<file path="src/rtl/dcache_pkg.sv">
// dcache_pkg: shared state encoding and address constants for the data-cache refill controller
package dcache_pkg;
    typedef enum logic [2:0] {IDLE, REQ, WAIT, FILL, REPLAY, ERR} state_e;
    localparam int WORD_OFFSET = 2;
endpackage

</file>
<file path="src/rtl/dcache_refill_ctrl_sat_counter.sv">
// sat_counter: clearable up-counter that sticks at all-ones
module sat_counter #(
    parameter int WIDTH = 8
) (
    input  logic             clk,
    input  logic             rst,
    input  logic             clr_i,
    input  logic             inc_i,
    output logic [WIDTH-1:0] count_o
);
    logic [WIDTH-1:0] count_q, count_d;
    always_comb count_d = clr_i ? '0 : (inc_i && count_q != '1) ? count_q + WIDTH'(1) : count_q;
    always_ff @(posedge clk) begin
        if (rst) count_q <= '0;
        else     count_q <= count_d;
    end
    assign count_o = count_q;
endmodule

</file>
<file path="src/rtl/dcache_refill_ctrl.sv">
// dcache_refill_ctrl: stalls on a cached-load miss, refills the word from memory and replays
module dcache_refill_ctrl
    import dcache_pkg::*;
#(
    parameter int DATA_WIDTH     = 32,
    parameter int TIMEOUT_CYCLES = 255,
    parameter int CNT_WIDTH      = 32
) (
    input  logic                  clk,
    input  logic                  rst,
    input  logic                  useCacheM,
    input  logic                  cachehitM,
    input  logic [DATA_WIDTH-1:0] ALUResultM,
    output logic                  mem_req_o,
    output logic [DATA_WIDTH-1:0] mem_addr_o,
    input  logic                  mem_gnt_i,
    input  logic                  mem_ack_i,
    input  logic [DATA_WIDTH-1:0] mem_rdata_i,
    output logic                  fill_we_o,
    output logic [DATA_WIDTH-1:0] fill_addr_o,
    output logic [DATA_WIDTH-1:0] fill_data_o,
    output logic                  stall_o,
    output logic                  bubble_w_o,
    output logic [CNT_WIDTH-1:0]  miss_count_o,
    output logic                  err_timeout_o
);
    localparam int TW = 16;
    state_e state_q, state_d;
    logic [DATA_WIDTH-1:0] addr_q, addr_d, data_q, data_d;
    logic [TW-1:0] tmo_cnt;
    logic miss, idle_miss;
    assign miss      = useCacheM & ~cachehitM;
    assign idle_miss = (state_q == IDLE) && miss;
    always_comb begin
        state_d = state_q;
        addr_d  = addr_q;
        data_d  = data_q;
        case (state_q)
            IDLE: begin
                if (miss) begin
                    state_d = REQ;
                    addr_d  = {ALUResultM[DATA_WIDTH-1:WORD_OFFSET], {WORD_OFFSET{1'b0}}};
                end
            end
            REQ:  state_d = mem_gnt_i ? WAIT : REQ;
            WAIT: begin
                if (mem_ack_i) begin
                    state_d = FILL;
                    data_d  = mem_rdata_i;
                end else if (tmo_cnt == TW'(TIMEOUT_CYCLES - 1)) begin
                    state_d = ERR;
                end
            end
            FILL:    state_d = REPLAY;
            REPLAY:  state_d = IDLE;
            ERR:     state_d = ERR;
            default: state_d = IDLE;
        endcase
    end
    always_ff @(posedge clk) begin
        if (rst) begin
            state_q <= IDLE;
            addr_q  <= '0;
            data_q  <= '0;
        end else begin
            state_q <= state_d;
            addr_q  <= addr_d;
            data_q  <= data_d;
        end
    end
    sat_counter #(.WIDTH(CNT_WIDTH)) u_miss_cnt (
        .clk(clk), .rst(rst), .clr_i(1'b0), .inc_i(idle_miss), .count_o(miss_count_o)
    );
    sat_counter #(.WIDTH(TW)) u_tmo_cnt (
        .clk(clk), .rst(rst), .clr_i(state_q != WAIT), .inc_i(state_q == WAIT), .count_o(tmo_cnt)
    );
    assign stall_o       = (state_q != IDLE) || miss;
    assign bubble_w_o    = stall_o;
    assign mem_req_o     = state_q == REQ;
    assign mem_addr_o    = mem_req_o ? addr_q : '0;
    assign fill_we_o     = state_q == FILL;
    assign fill_addr_o   = fill_we_o ? addr_q : '0;
    assign fill_data_o   = fill_we_o ? data_q : '0;
    assign err_timeout_o = state_q == ERR;
endmodule

</file>
<file path="config.mk">
export PLATFORM = sky130hd
export DESIGN_NAME = dcache_refill_ctrl
export DESIGN_NICKNAME = d
export VERILOG_FILES = /design/src/rtl/dcache_pkg.sv /design/src/rtl/dcache_refill_ctrl_sat_counter.sv /design/src/rtl/dcache_refill_ctrl.sv
export SDC_FILE = /design/constraint.sdc
export NUM_CORES = 1
export LEC_CHECK = 0
export BUFFER_PORTS_ARGS = -buffer_cell sky130_fd_sc_hd__buf_4
export CORE_MARGIN = 2
export CORE_UTILIZATION = 45
export DETAILED_ROUTE_END_ITERATION = 16
export HOLD_SLACK_MARGIN = 0.08
export PLACE_DENSITY = 0.83
export SLEW_MARGIN = 20
export SYNTH_ARGS = -nofsm -noshare
export SYNTH_HDL_FRONTEND = slang
export SYNTH_HIERARCHICAL = 1
export SYNTH_SLANG_ARGS = --single-unit
</file>
<file path="constraint.sdc">
create_clock -name clk -period 6 [get_ports clk]
set_input_delay 0.9 -clock clk [delete_from_list [all_inputs] [get_ports clk]]
set_output_delay 0.9 -clock clk [all_outputs]
set_load 0.02 [all_outputs]
</file>
==> impl_metrics.toml, run 1 <==
[synth]
avgSynthCellArea_um2 = 8.06
synth.area.mux_share_pct = 1.04
postSynthCellCount = 719
synth_simple_gate_area_share_pct = 33.6
synth.distinct_cells = 71
yosysWarnings = 6
synth_top_family_by_area = "simple AND/OR/NAND/NOR gates"
synth_top_cell_area_share_pct = 39.0
synth-adder-area-share_pct = 0.432
async_flop_share_pct = 0
synth_compound_area_share_pct = 18.5
synth_top_area_cell = "dfxtp_1"
synth_edf_count = 0
syn_area_um2 = 5800
yosysSeqAreaShare_pct = 39.0
synth-xor-area-share_pct = 1.06
ys_ff_latch = 113
yosys-top-cells-area = "dfxtp_1, and2_1, a21oi_1"
dominantRegCellSynth = "dfxtp_1"

[clock_network]
cts_buffers = 17
clkTransAtPathRegs_ns = 0.06
clock-root-buffer = "clkbuf_16"
clockBufferDepth = 2
cts_tree = "built"
cts.repair.resized = 0
htree_levels = 4
clk_latency_ns = 0.41
cts.sink_count = 113
cts_hold_buffers = 0
cts_setup_buffers = 0

[die]
rows = 41
die_width_um = 118
core_area_um2 = 12600
ios = 203
die_y_um = 118
start_util_pct = 45.9
die-area_um2 = 13800

[worst_setup_path]
cp_max_fo = 64
cp-start-kind = "flop"
crit_required_ns = 5.10
cp.arrival_ns = 2.31
timing.reg2reg.setup_slack_ns = 2.87
worstSetupPathType = "reg -> out"
end_kind = "primary output"

[pwr]
powerDensity_nw_per_um2 = 256
ir_drop_uv = 178
p_leak_nw = 3.14

[timing]
timing.fmax_mhz = 312
fin_skew_ns = 0.00563
finalHoldViolations = 0
fin_crit_ns = 3.21
final_max_slew_viol_count = 0
post-route-period-util_pct = 53.4
setup_violations = 0
worstMarginPinSlew_ns = 0.911
tns_ns = 0
slew_headroom_pct = 39.3
rsz0062_at_grt = "false"

[drt]
drc = 0
vias_per_cell = 5.38
firstDrtPassIters = 6
drt-initial-drc-count = 376
wirelength_mm = 15.9
wl_per_cell_um = 14.8
ant_nets = 0
num_vias = 5758

[global_routing]
grt_overflow = 0
grt_pass1_wl_mm = 25.3
antenna_found_initial = 0
grt_usage_pct = 22.3
grt_pass1_vias = 5245
grt_max_degree = 74

[layout]
layout-drive-gt1-share_pct = 29.8
diodes = 0
final_core_util_pct = 62.1
design_area_um2 = 7840
syn2layout_area_growth_pct = 35.2
layout.nets = 958

[place]
port_buffers = 196
dp_hpwl_mm = 10.6
gp_congestion = 0.843
place_area_um2 = 7220

[outcome]
status = "finished clean"

[min_path]
hp-class = "reg -> reg"

[flow_run]
drv_cap = 0
[power breakdown]
group          switching (W)  total, W  internal (W)
Sequential         0.0000143  0.000784      0.000769
Combinational       0.000102  0.000170     0.0000683
Clock               0.000361   0.00105      0.000690
Total               0.000477   0.00200       0.00153
[cells in the final DEF, fill, tap and decap left out, types with 4 or more instances in the layout]
cell type,instances
buf_4,202
dfxtp_1,113
nand2_1,96
and2_1,94
a21oi_1,76
nand3_1,47
o21ai_0,43
nor2_1,20
or3_1,19
clkbuf_16,17
nand4_1,13
o21ai_1,9
a31oi_1,9
inv_1,7
a21oi_2,7
a211oi_1,7
nor3_1,7
nor4_1,6
conb_1,6
mux2i_1,6
clkinv_2,5
xnor2_1,5
and3_1,5
clkinvlp_4,4
bufinv_16,4
or4_1,4
a41o_1,4
[per-stage QoR]
step	cells	setup slack, ns	hold WS, ns	total power, W
after detailed placement	1039	2.58	0.442	0.000970
after global placement	1039	2.62	0.438	0.000966
after CTS	1071	2.77	0.450	0.00202
final	1071	2.79	0.448	0.00200
after global routing	1071	2.62	0.468	0.00207
after floorplan	724	2.96	0.432	0.000907
[worst paths after layout]
check                                              from                                   to  cells after the start
worst max-delay path            state_q[0]$_SDFFE_PP0P_                      fill_addr_o[24]                      3
worst min-delay path            data_q[26]$_SDFFE_PP0P_              data_q[26]$_SDFFE_PP0P_                      2
worst max register to register  state_q[2]$_SDFFE_PP0P_  u_miss_cnt/count_o[30]$_SDFFE_PP0P_                      7
worst min register to register  data_q[26]$_SDFFE_PP0P_              data_q[26]$_SDFFE_PP0P_                      2
[cell type report]
cell class | count | area (um2)
flip-flops and latches | 113 | 2260
clock buffers | 17 | 425
clock inverters | 15 | 193
repair buffers | 202 | 1520
well taps | 172 | 215
inverters | 7 | 26.3
fillers | 1126 | 4780
multi-input cells | 545 | 3200
[Yosys cell counts, types with 2 or more instances]
| cell type | number |
|---|---|
| nand3_1 | 47 |
| nor2_1 | 20 |
| nor3_4 | 2 |
| and4_1 | 2 |
| a41o_1 | 4 |
| a21oi_2 | 7 |
| o211ai_1 | 3 |
| nand4_4 | 2 |
| or3_4 | 2 |
| nand2b_1 | 2 |
| nand4_1 | 13 |
| and2_1 | 94 |
| and3_4 | 2 |
| inv_1 | 7 |
| xnor2_1 | 5 |
| or3_1 | 19 |
| or4_4 | 2 |
| clkbuf_1 | 21 |
| nor3_1 | 7 |
| o21ai_1 | 9 |
| clkbuf_2 | 5 |
| a21oi_1 | 76 |
| and2_2 | 2 |
| buf_4 | 11 |
| nand2_1 | 96 |
| buf_1 | 2 |
| mux2i_1 | 6 |
| buf_6 | 7 |
| ha_1 | 2 |
| or4_1 | 4 |
| o311ai_0 | 2 |
| dfxtp_1 | 113 |
| a211oi_1 | 7 |
| xor2_1 | 2 |
| o31ai_1 | 3 |
| nor4_1 | 6 |
| or3_2 | 3 |
| a31oi_1 | 9 |
| buf_2 | 12 |
| and3b_1 | 2 |
| a2111o_1 | 2 |
| o31a_1 | 2 |
| o21ai_0 | 43 |
| and3_1 | 5 |
[flip-flops by register name, indices dropped and copies added (netlist names)]
| register | count |
|---|---|
| state_q | 3 |
| u_tmo_cnt/count_o | 16 |
| data_q | 32 |
| u_miss_cnt/count_o | 32 |
| addr_q | 30 |
[critical path, stage by stage (launching register included)]
cell and delay (ns):
dfxtp_1 0.57, and3b_2 0.86, and2_1 0.27, buf_4 0.15
[cells by family after synthesis]
| logic type | after synthesis |
|---|---|
| AOI/OAI and AO/OA | 179 |
| xor gates and xnor gates | 7 |
| adders and majority gates | 2 |
| buffers and inverters | 66 |
| DFF | 113 |
| muxes | 6 |
| other | 1 |
| and+or+nand+nor | 345 |
[metal layers]
| layer | global-route usage, % | routed length [um] | vias up | share of wire, % |
|---|---|---|---|---|
| li1 | - | - | 2861 | - |
| met1 | 26.1 | 6730 | 2678 | 42 |
| met2 | 38.5 | 7850 | 192 | 49 |
| met3 | 6.01 | 928 | 27 | 5.8 |
| met4 | 9.34 | 363 | 0 | 2.3 |
| met5 | 0 | 0 | - | 0 |
(Power assumes the default switching activity.)
==> run 2, diff against run 1 <==
ABC_AREA = 1   (was default)
clock period = 3.3 ns   (was 6 ns; I/O delays follow)
==> run 2 against run 1 <==
Clock power increased by 87%. Total power increased by 100%. Die area grew 4.2%. Non-clock buffer count fell by 2. Core utilization down 0.45 points. Synthesized area increased by 4.3%. Routed wire length is 0.47% lower. Sequential share of layout area shrank 1.0 points. Clock skew increased by 0.0047 ns. Register-to-register slack worse by 1.8 ns. Worst hold slack lost 0.15 ns. Critical endpoint is now mem_addr_o[16]. Highest routed layer unchanged.
==> impl_metrics.toml, run 2 <==
[die]
core_area_um2 = 13200
die-area_um2 = 14400
start_util_pct = 45.8
die_y_um = 120
ios = 203
die_width_um = 120
rows = 42

[clock_network]
clkTransAtPathRegs_ns = 0.05
htree_levels = 4
cts_hold_buffers = 0
clockBufferDepth = 2
clk_latency_ns = 0.41
cts_setup_buffers = 0
clock-root-buffer = "clkbuf_16"
cts.repair.resized = 0
cts.sink_count = 113
cts_tree = "built"
cts_buffers = 17

[synth]
synth.most_common_cell = "nor2_1"
synth.distinct_cells = 38
synth_top_area_cell = "dfxtp_1"
yosysSeqAreaShare_pct = 37.4
syn_area_um2 = 6050
async_flop_share_pct = 0
yosysWarnings = 6
dominantRegCellSynth = "dfxtp_1"
postSynthCellCount = 913
synth_edf_count = 0
yosys-top-cells-count = "nor2_1, nand2_1, inv_1"
avgSynthCellArea_um2 = 6.62
yosys-top-cells-area = "dfxtp_1, nor2_1, nand2_1"
ys_ff_latch = 113
synth_top_cell_area_share_pct = 37.4

[worst_setup_path]
crit_required_ns = 2.80
cp_max_fo = 32
end_kind = "primary output"
cp-start-kind = "flop"
cp.arrival_ns = 2.17
worstSetupPathType = "reg -> out"

[min_path]
hp-class = "in -> reg"

[pwr]
ir_drop_uv = 393
powerDensity_nw_per_um2 = 505
p_leak_nw = 3.38

[timing]
final_max_slew_viol_count = 0
slew_headroom_pct = 31.2
fin_skew_ns = 0.0103
setup_violations = 0
tns_ns = 0
finalWorstSetupSlack_ns = 0.633
post-route-period-util_pct = 80.8
rsz0062_at_grt = "false"
finalHoldViolations = 0
fin_crit_ns = 2.67
timing.fmax_mhz = 375
worstMarginPinSlew_ns = 1.03

[layout]
design_area_um2 = 8140
mostFrequentLayoutCells = "nor2_1, buf_4, nand2_1"
syn2layout_area_growth_pct = 34.5
layout.nets = 1165
layout-drive-gt1-share_pct = 25.8
final_common_cell = "nor2_1"
instances_no_fill = 1281
final_core_util_pct = 61.7
diodes = 0

[global_routing]
grt_usage_pct = 22.2
grt_pass1_vias = 5580
grt_max_degree = 66
grt_pass1_wl_mm = 25.8
antenna_found_initial = 0
grt_overflow = 0

[drt]
firstDrtPassIters = 5
vias_per_cell = 4.90
drc = 0
wl_per_cell_um = 12.3
wirelength_mm = 15.8
drt-initial-drc-count = 380
ant_nets = 0
num_vias = 6278

[place]
port_buffers = 196
place_area_um2 = 7490
dp_cells = 1250
gp_congestion = 0.958
dp_worst_setup_slack_ns = 0.967
dp_hpwl_mm = 11.4

[outcome]
status = "finished clean"

[flow_run]
drv_cap = 0
-- run 2: cell count changes in the layout (fill, tap and decap cells not counted), sizes merged, moves of 8 or more --
| cell | before | now |
|---|---|---|
| inv | 7 | 119 |
| a211oi | 8 | 0 |
| a21oi | 83 | 93 |
| o21ai | 52 | 69 |
| or3 | 24 | 0 |
| nor2 | 20 | 233 |
| nand2 | 96 | 150 |
| and2 | 96 | 3 |
-- run 2: cell families (layout without fill, tap and decap cells) --
family / count (synthesis) / after routing / synth area share, %
compound gates: 166 / 166 / 13.9
xor+xnor: 2 / 2 / 0.290
fa+ha+maj: 2 / 2 / 0.414
buf+inv: 163 / 351 / 12.4
flops: 113 / 113 / 37.4
other cells: 1 / 5 / 0.0620
simple gates: 466 / 466 / 35.5
-- run 2: final cells by class --
type,instances,area [um2]
Timing Repair Buffer,200,1500
Inverter,120,450
Tap cell,176,220
Clock inverter,10,156
Sequential cell,113,2260
Multi-Input combinational cell,641,3060
Fill cell,1203,5050
Clock buffer,21,480
-- run 2: power by group --
part	leakage (nW)	internal (W)	switching [W]
Sequential	0.916	0.00147	0.0000409
Combinational	2.15	0.000218	0.000418
Clock	0.315	0.00133	0.000624
-- run 2: metal layers --
layer | global-route usage (%) | share of wire (%) | vias up | wire (um)
met5 | 0 | 0 | - | 0
met3 | 7.70 | 7.1 | 16 | 1120
met1 | 26.4 | 43 | 2810 | 6830
li1 | - | - | 3241 | -
met2 | 36.5 | 48 | 211 | 7610
met4 | 9.04 | 1.5 | 0 | 238
-- run 2: final timing paths --
| check | from | cells after the start | slack, ns | end |
|---|---|---|---|---|
| worst max-delay path | state_q[0]$_SDFFE_PP0P_ | 5 | 0.63 | mem_addr_o[16] |
| worst min-delay path | rst | 2 | 0.29 | state_q[1]$_SDFFE_PP0P_ |
| worst max register to register | state_q[2]$_SDFFE_PP0P_ | 10 | 1.05 | u_miss_cnt/count_o[14]$_SDFFE_PP0P_ |
| worst min register to register | data_q[23]$_SDFFE_PP0P_ | 2 | 0.45 | data_q[23]$_SDFFE_PP0P_ |
-- run 2: stage by stage --
stage	power [W]	hold slack (ns)
global placement	0.00216	0.440
finish	0.00410	0.294
global route	0.00430	0.288
floorplan	0.00198	0.430
detailed placement	0.00217	0.444
CTS	0.00414	0.270
-- run 2: critical path: stages, from the launching register on --
cell and delay (ns):
dfxtp_1 0.42, inv_1 0.06, nor2_1 0.16, nand2_1 0.60
nor2_1 0.33, buf_4 0.19
==> run 3, diff against run 2 <==
PLACE_DENSITY = 0.85   (was 0.83)
clock period = 2.2 ns   (was 3.3 ns; I/O delays follow)
==> run 3 against run 2 <==
Worst hold slack worse by 0.17 ns. Die area stayed put. Critical path type unchanged. Final cell count is 0.70% higher.
==> impl_metrics.toml, run 3 (same netlist as run 2, synthesis figures left out) <==
[outcome]
status = "finished clean"

[timing]
worstMarginPinSlew_ns = 0.588
slew_headroom_pct = 60.8
rsz0062_at_grt = "false"
finalHoldViolations = 0
fin_crit_ns = 2.06
setup_violations = 0
post-route-period-util_pct = 93.6
final_max_slew_viol_count = 0
finalWorstSetupSlack_ns = 0.141
tns_ns = 0
timing.fmax_mhz = 486
fin_skew_ns = 0.0123
whs_ns = 0.126

[layout]
layout-drive-gt1-share_pct = 25.9
mostFrequentLayoutCells = "buf_4, nor2_1, nand2_1"
syn2layout_area_growth_pct = 34.8
instances_no_fill = 1290
diodes = 0
final_core_util_pct = 61.8
final_common_cell = "buf_4"
layout.nets = 1174

[pwr]
switching_power_w = 0.00158
p_sw_share_pct = 26.5
p_int_w = 0.00438
ir_drop_uv = 562
powerDensity_nw_per_um2 = 732
p_seq_share_pct = 38.0
p_leak_nw = 3.40
p_clk_share_pct = 45.6
p_comb_share_pct = 16.4

[worst_setup_path]
crit_chain = "inv_1 > nor2_1 > nand2_1 > buf_4 > nor2_1 > buf_4"
cpPeakStageDelay_ns = 0.41
cp_max_fo = 32
worstSetupPathType = "reg -> out"
cp_slowest_cell = "dfxtp_1"
end_kind = "primary output"
crit_required_ns = 1.87
cp-start-kind = "flop"
cp.arrival_ns = 1.73

[drt]
ant_nets = 0
firstDrtPassIters = 6
wl_per_cell_um = 12.3
num_vias = 6403
drt-initial-drc-count = 438
wirelength_mm = 15.8
vias_per_cell = 4.96
drc = 0

[place]
gp_congestion = 0.941
dp_worst_setup_slack_ns = 0.365
port_buffers = 196
dp_cells = 1259
dp_hpwl_mm = 11.7

[global_routing]
grt_usage_pct = 22.2
grt_max_degree = 61
antenna_found_initial = 0
grt_pass1_vias = 5816
grt_overflow = 0
grt_pass1_wl_mm = 26.1

[clock_network]
cts.repair.resized = 0
clock-root-buffer = "clkbuf_16"
clockBufferDepth = 2
cts.sink_count = 113
cts_tree = "built"
clkTransAtPathRegs_ns = 0.05
htree_levels = 4
cts_setup_buffers = 0
cts_buffers = 17
cts_hold_buffers = 0
clk_latency_ns = 0.41

[die]
rows = 42
start_util_pct = 45.8
ios = 203
die_width_um = 120
core_area_um2 = 13200
die-area_um2 = 14400
die_y_um = 120

[flow_run]
drv_cap = 0

[min_path]
hp-class = "in -> reg"
run 3: layer usage:
layer  wire length, um  part of all wire (%)  GRT usage (%)
met4               260                   1.6           8.82
met2              7910                    50           39.3
met5                 0                     0              0
met3              1020                   6.4           5.51
met1              6650                    42           25.3
run 3: worst max-delay path, delay by kind of cell (launching register included):
| kind | cells | cell delay, ns |
|---|---|---|
| buffers and inverters | 3 | 0.47 |
| and+or+nand+nor | 3 | 0.43 |
| DFF | 1 | 0.41 |
run 3: cell type report:
class	count	area, um2
fill	1181	5040
multi-input combinational	641	3060
sequential	113	2260
timing repair buffer	209	1580
clock buffer	25	475
inverter	120	450
tap	176	220
clock inverter	6	105
run 3: power by group through the flow:
stage	Sequential, W	Clock (W)	Combinational [W]
final	0.00227	0.00272	0.000978
after global routing	0.00228	0.00286	0.00109
after CTS	0.00227	0.00277	0.000982
after detailed placement	0.00231	0	0.000977
after global placement	0.00230	0	0.000958
after floorplan	0.00230	0	0.000679
run 3: worst paths after layout:
kind / cells past startpoint / endpoint / slack (ns) / startpoint
worst min register to register: 2 / data_q[29]$_SDFFE_PP0P_ / 0.45 / data_q[29]$_SDFFE_PP0P_
worst max register to register: 10 / u_miss_cnt/count_o[26]$_SDFFE_PP0P_ / 0.32 / state_q[2]$_SDFFE_PP0P_
worst max-delay path: 6 / mem_addr_o[31] / 0.14 / state_q[0]$_SDFFE_PP0P_
worst min-delay path: 2 / state_q[1]$_SDFFE_PP0P_ / 0.13 / rst
run 3: metrics by stage:
step / total power (W) / area, um2
finish: 0.00596 / 8150
global route: 0.00623 / 8150
CTS: 0.00601 / 8150
detailed placement: 0.00328 / 7570
global placement: 0.00326 / 7570
floorplan: 0.00297 / 6060
